### config.mk
export PLATFORM = sky130hd
export DESIGN_NAME = bcd_wrap_counter
export DESIGN_NICKNAME = d
export VERILOG_FILES = /design/src/rtl/bcd_wrap_counter.sv
export SDC_FILE = /design/constraint.sdc
export NUM_CORES = 1
export LEC_CHECK = 0
export CORE_UTILIZATION = 25
export CTS_CLUSTER_SIZE = 30
export DETAILED_ROUTE_END_ITERATION = 6
export MAX_ROUTING_LAYER = met4
export PLACE_DENSITY = 0.54
export SKIP_CTS_REPAIR_TIMING = 1
export SLEW_MARGIN = 20
export SYNTH_ARGS = -nofsm -noshare
export SYNTH_HDL_FRONTEND = slang
export SYNTH_SLANG_ARGS = --single-unit
### constraint.sdc
create_clock -name clk -period 2.8 [get_ports clk]
set_input_delay 0.42 -clock clk [delete_from_list [all_inputs] [get_ports clk]]
set_output_delay 0.42 -clock clk [all_outputs]
set_load 0.1 [all_outputs]
### src/rtl/bcd_wrap_counter.sv
// bcd_wrap_counter
//   N-digit packed-BCD up/down counter confined to [MIN_VAL, MAX_VAL].
//   Stepping past either end wraps to the other end, toggles the phase
//   flag and raises the combinational carry so chained stages (carry -> en)
//   roll over on the same clock edge.
//
// Ports
//   clk        in   rising-edge clock
//   reset      in   asynchronous, active-high; forces RESET_VAL / RESET_PHASE
//   en         in   one step per cycle while high
//   down       in   step direction: 0 = up, 1 = down
//   load       in   synchronous load request (wins over en)
//   load_data  in   W-bit packed BCD value to load
//   count      out  registered packed BCD count
//   carry      out  combinational: the step taken this cycle wraps
//   phase      out  registered; toggles on every wrap
//   load_err   out  registered one-cycle pulse after a rejected load
module bcd_wrap_counter #(
  parameter int          DIGITS      = 2,
  parameter logic [15:0] MIN_VAL     = 16'h0001,
  parameter logic [15:0] MAX_VAL     = 16'h0012,
  parameter logic [15:0] RESET_VAL   = 16'h0012,
  parameter logic        RESET_PHASE = 1'b0
) (
  input  logic                  clk,
  input  logic                  reset,
  input  logic                  en,
  input  logic                  down,
  input  logic                  load,
  input  logic [4*DIGITS-1:0]   load_data,
  output logic [4*DIGITS-1:0]   count,
  output logic                  carry,
  output logic                  phase,
  output logic                  load_err
);

  localparam int W = 4 * DIGITS;
  localparam logic [W-1:0] MINV = MIN_VAL[W-1:0];
  localparam logic [W-1:0] MAXV = MAX_VAL[W-1:0];
  localparam logic [W-1:0] RSTV = RESET_VAL[W-1:0];

  // True when every nibble is a legal decimal digit.
  function automatic logic digits_ok(input logic [W-1:0] v);
    logic ok;
    ok = 1'b1;
    for (int i = 0; i < DIGITS; i++) begin
      if (v[4*i +: 4] > 4'd9) ok = 1'b0;
    end
    return ok;
  endfunction

  // Digit-wise +1: a 9 becomes 0 and ripples into the next digit.
  function automatic logic [W-1:0] bcd_inc(input logic [W-1:0] v);
    logic [W-1:0] r;
    logic         c;
    r = v;
    c = 1'b1;
    for (int i = 0; i < DIGITS; i++) begin
      if (c) begin
        if (v[4*i +: 4] == 4'd9) begin
          r[4*i +: 4] = 4'd0;
        end else begin
          r[4*i +: 4] = v[4*i +: 4] + 4'd1;
          c = 1'b0;
        end
      end
    end
    return r;
  endfunction

  // Digit-wise -1: a 0 becomes 9 and borrows from the next digit.
  function automatic logic [W-1:0] bcd_dec(input logic [W-1:0] v);
    logic [W-1:0] r;
    logic         b;
    r = v;
    b = 1'b1;
    for (int i = 0; i < DIGITS; i++) begin
      if (b) begin
        if (v[4*i +: 4] == 4'd0) begin
          r[4*i +: 4] = 4'd9;
        end else begin
          r[4*i +: 4] = v[4*i +: 4] - 4'd1;
          b = 1'b0;
        end
      end
    end
    return r;
  endfunction

  // Elaboration-time parameter sanity.
  localparam logic PARAM_OK = (DIGITS >= 1) && (DIGITS <= 4) &&
                              digits_ok(MINV) && digits_ok(MAXV) && digits_ok(RSTV) &&
                              (MINV < MAXV) && (RSTV >= MINV) && (RSTV <= MAXV);
  generate
    if (!PARAM_OK) begin : g_bad_params
      $error("bcd_wrap_counter: illegal DIGITS/MIN_VAL/MAX_VAL/RESET_VAL combination");
    end
  endgenerate

  logic [W-1:0] r_count;
  logic         r_phase;
  logic         r_load_err;
  logic         w_at_end;
  logic         w_wrap;
  logic         w_load_ok;
  logic [W-1:0] w_step_val;

  // The end of the range the current direction runs into.
  assign w_at_end   = down ? (r_count == MINV) : (r_count == MAXV);
  assign w_wrap     = en & ~load & w_at_end;
  assign w_load_ok  = digits_ok(load_data) && (load_data >= MINV) && (load_data <= MAXV);
  assign w_step_val = w_at_end ? (down ? MAXV : MINV)
                               : (down ? bcd_dec(r_count) : bcd_inc(r_count));

  always_ff @(posedge clk or posedge reset) begin
    if (reset) begin
      r_count    <= RSTV;
      r_phase    <= RESET_PHASE;
      r_load_err <= 1'b0;
    end else begin
      r_load_err <= 1'b0;
      if (load) begin
        if (w_load_ok) r_count    <= load_data;
        else           r_load_err <= 1'b1;
      end else if (en) begin
        r_count <= w_step_val;
        if (w_at_end) r_phase <= ~r_phase;
      end
    end
  end

  assign count    = r_count;
  assign carry    = w_wrap;
  assign phase    = r_phase;
  assign load_err = r_load_err;

endmodule

==> run metrics <==
Max FO, Critical Path=12; clock root buffer=clkbuf_4; Final #Nets=between 100 and 150; Die Span X=roughly 60 microns; Avg Cell Area, Syn=around 8.5 sq um; Final HPWL DP=about 1700 microns; Clk pwr share=16.6%; Worst Path Required=around 2.4 ns; Setup Skew=roughly 0.0015 ns; Synth Cell Area=867.1 sq um; Slew Limit Fails=0; Hold Path Class=input pin to async pin; Worst Reg2Reg Path Length in Cells=5; CP cell instances=clkdlybuf4s50_1 -> and4bb_2 -> o211ai_2 -> nor2_2 -> buf_12; final wirelength=about 2200 microns; Sw Pwr=around 0.00043 W; fin crit share=approximately 85%; Reg clk slew, reported paths=about 0.07 ns; largest net degree at the start of global routing=14; final hold violation count=0; vias per std cell=around 5; Synth Register Bits=10; Critical Path Source Type=input pin; Port-buffer cells=23; CORE AREA=about 0.0033 sq mm; first-pass GRT wire length=between 3000 and 4000 microns; Seq pwr share=a little under a third; worst relative slew slack=between 70% and 80%; gr ovfl total=0; Crit Path Class=input pin to primary output; drt first-iter violations=42; PD cells=between 700 and 800 mW/mm^2; final setup fails=0; gpl congestion=about 0.80; initial core utilization=around 26%; CP Capture Type=primary output; Vias=roughly 850; ANT nets after route=0; Reg area=252.7 sq um; CP max stage delay=about 0.6 ns; clock buffers created by TritonCTS=3; setup TNS=0 ns; Area Growth Syn to Fin=31.17%; clock buffer depth=2; Synth Flop Type=dfrtp_1; crit path time final=around 2.4 ns; Comb power frac=between 50% and 60%; Switching Fraction=about 53%; Slew @ Worst Pin=~0.42 ns; Multi-input gate area=between 500 and 600 sq um; post-synthesis sequential area ratio=between 20% and 30%; antenna cells=0; Synth async-reset ratio=between 90% and 100%; Max-Cap Viols=0; internal power=between 0.0003 and 0.0004 W; Crit path arrival time=1.95 ns; Post-synth EDFFs=0; RSZ-0062 raised after global routing=no; warnings from Yosys=0; DR DRC count=0; First-pass DRT Iterations=4; pre-CTS setup slack=approximately 0.45 ns; most frequent cells in the layout=clkdlybuf4s50_1 (12), buf_4 (12), o21ai_0 (8), dfrtp_1 (8); chip height=60.89 microns; clock sink total=10; GRT Overall Usage=14.07%; FMAX=approximately 420 MHz; TritonCTS clock tree=done; fill cell count=372; Mapped Nets=about 120; Die Area=about 0.0037 sq mm; H-tree levels=1; Worst-Skew Late Latency=approximately 0.27 ns; VDD IR-drop max=0.5066 mV; leakage=around 0.45 nW; # IOs=24; Cells after Synth=102; outcome=finished clean; Crit-path slowest cell=clkdlybuf4s50_1; r2r setup slk=between 0.9 and 1 ns; number of global-route vias before repair=819; final worst slack=0.4331 ns; wire length per cell=around 13 microns; Netlist cell types=45; initial antenna violation count=0; layout cells sized above 1=a little under a quarter; # rows=21
## state kept, by name, summed over array words and instances, names as in the netlist
signal	cells
count	8
load_err	1
phase	1
## per-stage QoR
stage | utilization [%] | std cells | instance area, sq um | total power (W) | hold WS [ns]
after global placement | 33.00 | 163 | 1101 | 0.0006764 | 0.4647
after global routing | 34.08 | 167 | 1137 | 0.0008621 | 0.4479
after floorplan | - | 102 | 869.6 | 0.0005888 | 0.2587
after detailed placement | 33.00 | 163 | 1101 | 0.0006799 | 0.4699
final | 34.08 | 167 | 1137 | 0.0008127 | 0.4356
after CTS | 34.08 | 167 | 1137 | 0.0008173 | 0.4476
## critical path, delay by kind of cell
family,cells,cell delay [ns]
AO/OA/AOI/OAI,1,0.13
buffers and inverters,2,0.80
AND/OR/NAND/NOR,2,0.59
## path summary, 6_finish.rpt
kind / endpoint / start
setup / recovery: carry / down
hold / removal: load_err$_DFF_PP0_ / reset
setup reg to reg: count[4]$_DFFE_PP1P_ / count[1]$_DFFE_PP1P_
hold reg to reg: phase$_DFFE_PP0P_ / phase$_DFFE_PP0P_
max in group asynchronous: count[1]$_DFFE_PP1P_ / reset
min in group clk: phase$_DFFE_PP0P_ / phase$_DFFE_PP0P_
## synthesized netlist by cell type, types with 3 or more instances
cell type  count  share of area, %
nor2_1         8               3.5
o21ai_0        8               4.6
nor2b_1        3               2.2
nand2b_1       3               2.2
a21oi_1        7               4.0
xnor2_1        3               3.0
a31oi_1        3               2.2
nand2_1        4               1.7
buf_2          3               1.7
a211o_1        3               3.0
clkbuf_1       4               1.7
a211oi_1       3               2.6
dfrtp_1        8                23
inv_1          4               1.7
## power groups by stage
stage	sequential, W	combinational (W)	clock [W]
2_1_floorplan	0.000406	0.000183	0
3_3_place_gp	0.000245	0.000431	0
3_5_place_dp	0.000246	0.000434	0
4_1_cts	0.000244	0.000434	0.000139
5_1_grt	0.000254	0.000459	0.000149
6_report	0.000244	0.000434	0.000135
## cell families after synthesis
kind of cell,synth area share [%]
xor+xnor,4.041
flops,29.15
simple gates,22.08
compound gates,34.06
buf+inv,8.223
mux,2.453
## routing by layer
layer / GRT usage, % / routed length [microns]
met2: 20.41 / 1047
met5: - / 0
met4: 5.844 / 24
met1: 18.71 / 1074
met3: 3.198 / 99
## cell type report
type | instances | share of cell area (%)
inverter | 4 | 1.320
multi-input combinational | 78 | 47.96
timing repair buffer | 25 | 20.24
clock buffer | 4 | 3.190
tap | 46 | 5.061
sequential | 10 | 22.22
No activity file was read; power rests on OpenSTA's default activity.
